===== src/rtl/render_pkg.sv =====
// Shared types for the frame render sequencer: FSM state encoding, vertex
// word layout and default triangle memory depth.
package render_pkg;

    localparam int MAX_TRIANGLES_DEF = 16;
    localparam int DATAWIDTH_DEF     = 12;

    typedef enum logic [2:0] {
        S_IDLE,
        S_CLEAR,
        S_WAIT_CLEAR,
        S_FETCH,
        S_LOAD,
        S_ISSUE,
        S_WAIT_RAST,
        S_WAIT_FRAME
    } render_state_t;

    // One vertex packed as {x, y, z}, each a signed DATAWIDTH field.
    typedef logic signed [3*DATAWIDTH_DEF-1:0] vertex_t;

endpackage


===== src/rtl/render_sequencer.sv =====
// Frame controller: clears the display, streams N triangles from external
// memory to the rasterizer, then aligns completion to the display frame pulse.
module render_sequencer
    import render_pkg::*;
#(
    parameter int DATAWIDTH     = DATAWIDTH_DEF,
    parameter int COLORWIDTH    = 4,
    parameter int MAX_TRIANGLES = MAX_TRIANGLES_DEF,
    parameter int IDXWIDTH      = $clog2(MAX_TRIANGLES)
) (
    input  logic                          clk,
    input  logic                          rst,
    input  logic                          i_start,
    input  logic [IDXWIDTH:0]             i_num_triangles,
    output logic [IDXWIDTH-1:0]           o_tri_rd_addr,
    input  logic signed [3*DATAWIDTH-1:0] i_tri_v0,
    input  logic signed [3*DATAWIDTH-1:0] i_tri_v1,
    input  logic signed [3*DATAWIDTH-1:0] i_tri_v2,
    input  logic [COLORWIDTH-1:0]         i_tri_color,
    output logic                          o_clear,
    input  logic                          i_display_ready,
    output logic signed [3*DATAWIDTH-1:0] o_v0,
    output logic signed [3*DATAWIDTH-1:0] o_v1,
    output logic signed [3*DATAWIDTH-1:0] o_v2,
    output logic [COLORWIDTH-1:0]         o_color,
    output logic                          o_triangle_dv,
    output logic                          o_triangle_last,
    input  logic                          i_rast_ready,
    input  logic                          i_rast_finished,
    input  logic                          i_frame,
    output logic                          o_busy,
    output logic                          o_frame_done
);

    localparam logic [IDXWIDTH:0] MAX_N = (IDXWIDTH+1)'(MAX_TRIANGLES);
    localparam logic [IDXWIDTH:0] ONE   = (IDXWIDTH+1)'(1);

    render_state_t     state, state_nx;
    logic [IDXWIDTH:0] n;
    logic [IDXWIDTH:0] idx;
    logic              clear_seen;

    function automatic logic [IDXWIDTH:0] sat_count(input logic [IDXWIDTH:0] req);
        return (req > MAX_N) ? MAX_N : req;
    endfunction

    always_ff @(posedge clk or posedge rst) begin
        if (rst) state <= S_IDLE;
        else     state <= state_nx;
    end

    always_comb begin
        state_nx      = state;
        o_clear       = 1'b0;
        o_triangle_dv = 1'b0;
        o_busy        = 1'b1;
        case (state)
            S_IDLE: begin
                o_busy = 1'b0;
                if (i_start) state_nx = S_CLEAR;
            end
            S_CLEAR: begin
                o_clear  = 1'b1;
                state_nx = S_WAIT_CLEAR;
            end
            S_WAIT_CLEAR: begin
                // The display may still report ready from before the clear landed.
                if (clear_seen && i_display_ready)
                    state_nx = (n != '0) ? S_FETCH : S_WAIT_FRAME;
            end
            S_FETCH: state_nx = S_LOAD;
            S_LOAD:  state_nx = S_ISSUE;
            S_ISSUE: begin
                o_triangle_dv = 1'b1;
                if (i_rast_ready)
                    state_nx = o_triangle_last ? S_WAIT_RAST : S_FETCH;
            end
            S_WAIT_RAST: if (i_rast_finished) state_nx = S_WAIT_FRAME;
            S_WAIT_FRAME: if (i_frame) state_nx = S_IDLE;
            default: state_nx = S_IDLE;
        endcase
    end

    assign o_tri_rd_addr = idx[IDXWIDTH-1:0];

    always_ff @(posedge clk or posedge rst) begin
        if (rst) begin
            n               <= '0;
            idx             <= '0;
            clear_seen      <= 1'b0;
            o_v0            <= '0;
            o_v1            <= '0;
            o_v2            <= '0;
            o_color         <= '0;
            o_triangle_last <= 1'b0;
            o_frame_done    <= 1'b0;
        end else begin
            clear_seen   <= (state == S_WAIT_CLEAR);
            o_frame_done <= (state == S_WAIT_FRAME) && i_frame;
            if (state == S_IDLE && i_start) begin
                n   <= sat_count(i_num_triangles);
                idx <= '0;
            end
            // Memory data for the address driven in FETCH is valid during LOAD.
            if (state == S_LOAD) begin
                o_v0            <= i_tri_v0;
                o_v1            <= i_tri_v1;
                o_v2            <= i_tri_v2;
                o_color         <= i_tri_color;
                o_triangle_last <= (idx == n - ONE);
            end
            if (state == S_ISSUE && i_rast_ready && !o_triangle_last)
                idx <= idx + ONE;
        end
    end

endmodule


===== config.mk =====
export PLATFORM = sky130hd
export DESIGN_NAME = render_sequencer
export DESIGN_NICKNAME = d
export VERILOG_FILES = /design/src/rtl/render_pkg.sv /design/src/rtl/render_sequencer.sv
export SDC_FILE = /design/constraint.sdc
export NUM_CORES = 1
export LEC_CHECK = 0
export CORE_MARGIN = 2
export CORE_UTILIZATION = 38
export DETAILED_ROUTE_END_ITERATION = 8
export PLACE_DENSITY = 0.74
export SYNTH_ARGS = -nofsm -noshare
export SYNTH_HDL_FRONTEND = slang
export SYNTH_SLANG_ARGS = --single-unit

===== constraint.sdc =====
create_clock -name clk -period 4.17 [get_ports clk]
set_input_delay 0.834 -clock clk [delete_from_list [all_inputs] [get_ports clk]]
set_output_delay 0.834 -clock clk [all_outputs]
set_load 0.1 [all_outputs]

==> results.md <==
- Number of rows in the core area: 43
- Fin. max-slew vios: 0
- Finished Core Util: 61.6%
- Number of synthesized register bits: 128
- Transition at the pin with the smallest max-transition slack: 1030 ps
- Achievable Freq: 298 MHz
- Crit Path Max Fanout: 7
- Relative slew margins: 31.0%
- Path type of the worst setup path: flip-flop to primary output
- Maxcap violations: 0
- CTS Hold Bufs: 0
- Clock root cell: sky130_fd_sc_hd__clkbuf_16
- Antenna violations before repair: 0
- Async set-reset flop share out of synthesis: 100%
- IO buf count: 244
- Mapped Area: 0.00537 mm2
- H-tree depth: 4
- Number of global-route vias before repair: 3872
- Total overflow reported by the global router: 0
- Non-Filler Instances: 782
- Wire length of the first global-routing pass: 19900 um
- Number of cells upsized or downsized after cts: 0
- Die boundary width: 123 um
- Synthesis-to-finish area growth: 58.6%
- Worst-skew pair later-pin latency: 410 ps
- Post-synthesis cell count: 339
- Setup repair after global routing missed its margin: false
- Crit path capture type: primary output
- Fraction of final layout cells sized beyond drive strength 1: 25.1%
- Total routed wirelength: 13200 um
- Maximum number of pins on one net before global-route repair: 59
- CTS tree: yes
- Placed wire-length estimate after detailed placement: 9570 um
- TritonCTS Sinks: 128
- Min Tclk post-route: 3350 ps
- Total nets after synthesis: 469
- Nets: 720
- Arrival time reported for the critical path endpoint: 2520 ps
- Standard cell core area: 0.0138 mm2
- Share of the cycle needed by the critical path after routing: 80.4%
- Outcome: complete, no violations
- Class of the tightest hold or removal check: flip-flop to flip-flop
- Number of setup buffers added after CTS: 0
- Total global-route track usage: 17.4%
- Number of failing hold endpoints at the final stage: 0
- Synth unique cells: 34
- FF-to-FF path depth: 5
- RD Place Congestion: 0.807
- Routed len/inst: 16.8 um
- Initial DRT Pass Iterations: 4
- Final count of negative-setup-slack endpoints: 0
- Inserted Diodes: 0
- Warning count from the yosys run: 0
- Register area share after synthesis: 59.6%
- Maximum clock insertion buffer count: 2
- Maximum clock skew at final layout: 9.52 ps
- Die Y-Extent: 123 um
- Clock transition at the register clock pins on the worst setup and hold paths after CTS: 60 ps
- Cts bufs inserted: 17
- Initial standard-cell utilization of the core: 38.9%
- Remaining design rule violation count: 0
- Startpoint type of the worst setup path: flip-flop
- First DRT Iteration DRCs: 150
- ANT nets after route: 0
- Most used DFF post-synth: sky130_fd_sc_hd__dfrtp_1
- Post-synth EDFFs: 0
- Sum of negative setup slack: 0 ps
- Top Ports: 245
- Hold depth: 1
- Total die area: 0.0151 mm2
- Routed vias: 3679
- Inst Count DP: 751
- Vias/cell: 4.70
- Mean instance size in the synthesized netlist: 15.8 um2
- Worst Path Required: 3340 ps
[cell usage after synthesis, types with 2 or more instances]
cell type                  instances  share of area, %
sky130_fd_sc_hd__nand3_1           3              0.28
sky130_fd_sc_hd__inv_1             8              0.56
sky130_fd_sc_hd__buf_6             7               1.5
sky130_fd_sc_hd__and2_1            2              0.23
sky130_fd_sc_hd__buf_2             5              0.47
sky130_fd_sc_hd__nor2_1            4              0.28
sky130_fd_sc_hd__a21oi_1           2              0.19
sky130_fd_sc_hd__o21ai_0           8              0.75
sky130_fd_sc_hd__nand2b_1          6              0.70
sky130_fd_sc_hd__xnor2_1           5              0.82
sky130_fd_sc_hd__mux2_4           59                16
sky130_fd_sc_hd__nand2_1          10              0.70
sky130_fd_sc_hd__nor2b_1           4              0.47
sky130_fd_sc_hd__mux2_2           56                12
sky130_fd_sc_hd__dfrtp_1         128                60
sky130_fd_sc_hd__buf_4             5              0.70
sky130_fd_sc_hd__ha_1              6               1.4
sky130_fd_sc_hd__xor2_1            4              0.65
sky130_fd_sc_hd__nor3_1            2              0.19
[metal layers]
layer	up-vias	part of all wire, %	track usage, %
met5	-	0	0
met4	0	2.6	8.12
met3	27	8.9	6.73
met2	165	50	28.4
met1	1808	39	20.0
li1	1679	-	-
[cells by family (layout without fill, tap and decap cells)]
group           Yosys count  count (layout)  synth area share, %
compound gates           19              19                 2.35
buf+inv                  25             288                 3.19
flops                   128             128                 59.6
simple gates             36              36                 3.56
fa+ha+maj                 6               6                 1.40
mux                     116             116                 28.4
xor+xnor                  9               9                 1.47
[layout by cell type, fill, tap and decap left out, types with 2 or more instances in the layout]
cell type                         count
sky130_fd_sc_hd__mux2_4              59
sky130_fd_sc_hd__clkdlybuf4s50_1    244
sky130_fd_sc_hd__nor2_1               4
sky130_fd_sc_hd__xor2_1               4
sky130_fd_sc_hd__o21ai_0              8
sky130_fd_sc_hd__dfrtp_1            128
sky130_fd_sc_hd__and2_1               2
sky130_fd_sc_hd__nand2_1              9
sky130_fd_sc_hd__clkinv_2             3
sky130_fd_sc_hd__clkbuf_16           17
sky130_fd_sc_hd__nand3_1              3
sky130_fd_sc_hd__nor3_1               2
sky130_fd_sc_hd__clkbuf_1             4
sky130_fd_sc_hd__buf_4                4
sky130_fd_sc_hd__a21oi_1              2
sky130_fd_sc_hd__xnor2_1              5
sky130_fd_sc_hd__clkinvlp_4           2
sky130_fd_sc_hd__clkbuf_8             5
sky130_fd_sc_hd__ha_1                 6
sky130_fd_sc_hd__nand2b_1             6
sky130_fd_sc_hd__mux2_2              56
sky130_fd_sc_hd__nor2b_1              4
sky130_fd_sc_hd__inv_1                7
[worst max-delay path, cell delays in order (launching register included)]
cell and delay (ps):
sky130_fd_sc_hd__dfrtp_1 410, sky130_fd_sc_hd__inv_1 90, sky130_fd_sc_hd__ha_1 270, sky130_fd_sc_hd__nor2b_1 190, sky130_fd_sc_hd__clkdlybuf4s50_1 1150
[stage by stage]
stage	hold slack, ps	cell area (um2)	worst slack, ps
6_report	500	8520	819
3_3_place_gp	487	7960	1300
3_5_place_dp	491	7960	1260
5_1_grt	511	8520	715
2_1_floorplan	472	5380	1280
4_1_cts	505	8520	781
[registers in the layout (all words and copies together) (netlist names), 3 cells and up]
register,flops
o_v2,36
o_v0,36
o_v1,36
n,5
idx,5
o_color,4
state,3
[final timing paths]
kind,slack [ps],to,from
worst max-delay path,820,o_clear,state[1]
worst min-delay path,500,o_v0[4],o_v0[4]
worst max register to register,1720,o_v0[29],state[0]
worst min register to register,500,o_v0[4],o_v0[4]
max in group asynchronous,2320,o_v2[1],rst
min in group asynchronous,950,o_v2[8],rst
[cell type report]
cell class                 instances  area [um2]
fill                            1063        5310
multi-input combinational        186        2010
sequential                       128        3200
tap                              180         225
inverter                           8        33.8
clock buffer                      26         509
clock inverter                     5        52.6
timing repair buffer             249        2490
Power is not shown: default switching activity piles up to over one toggle a cycle in this logic, so the estimate is an artifact.
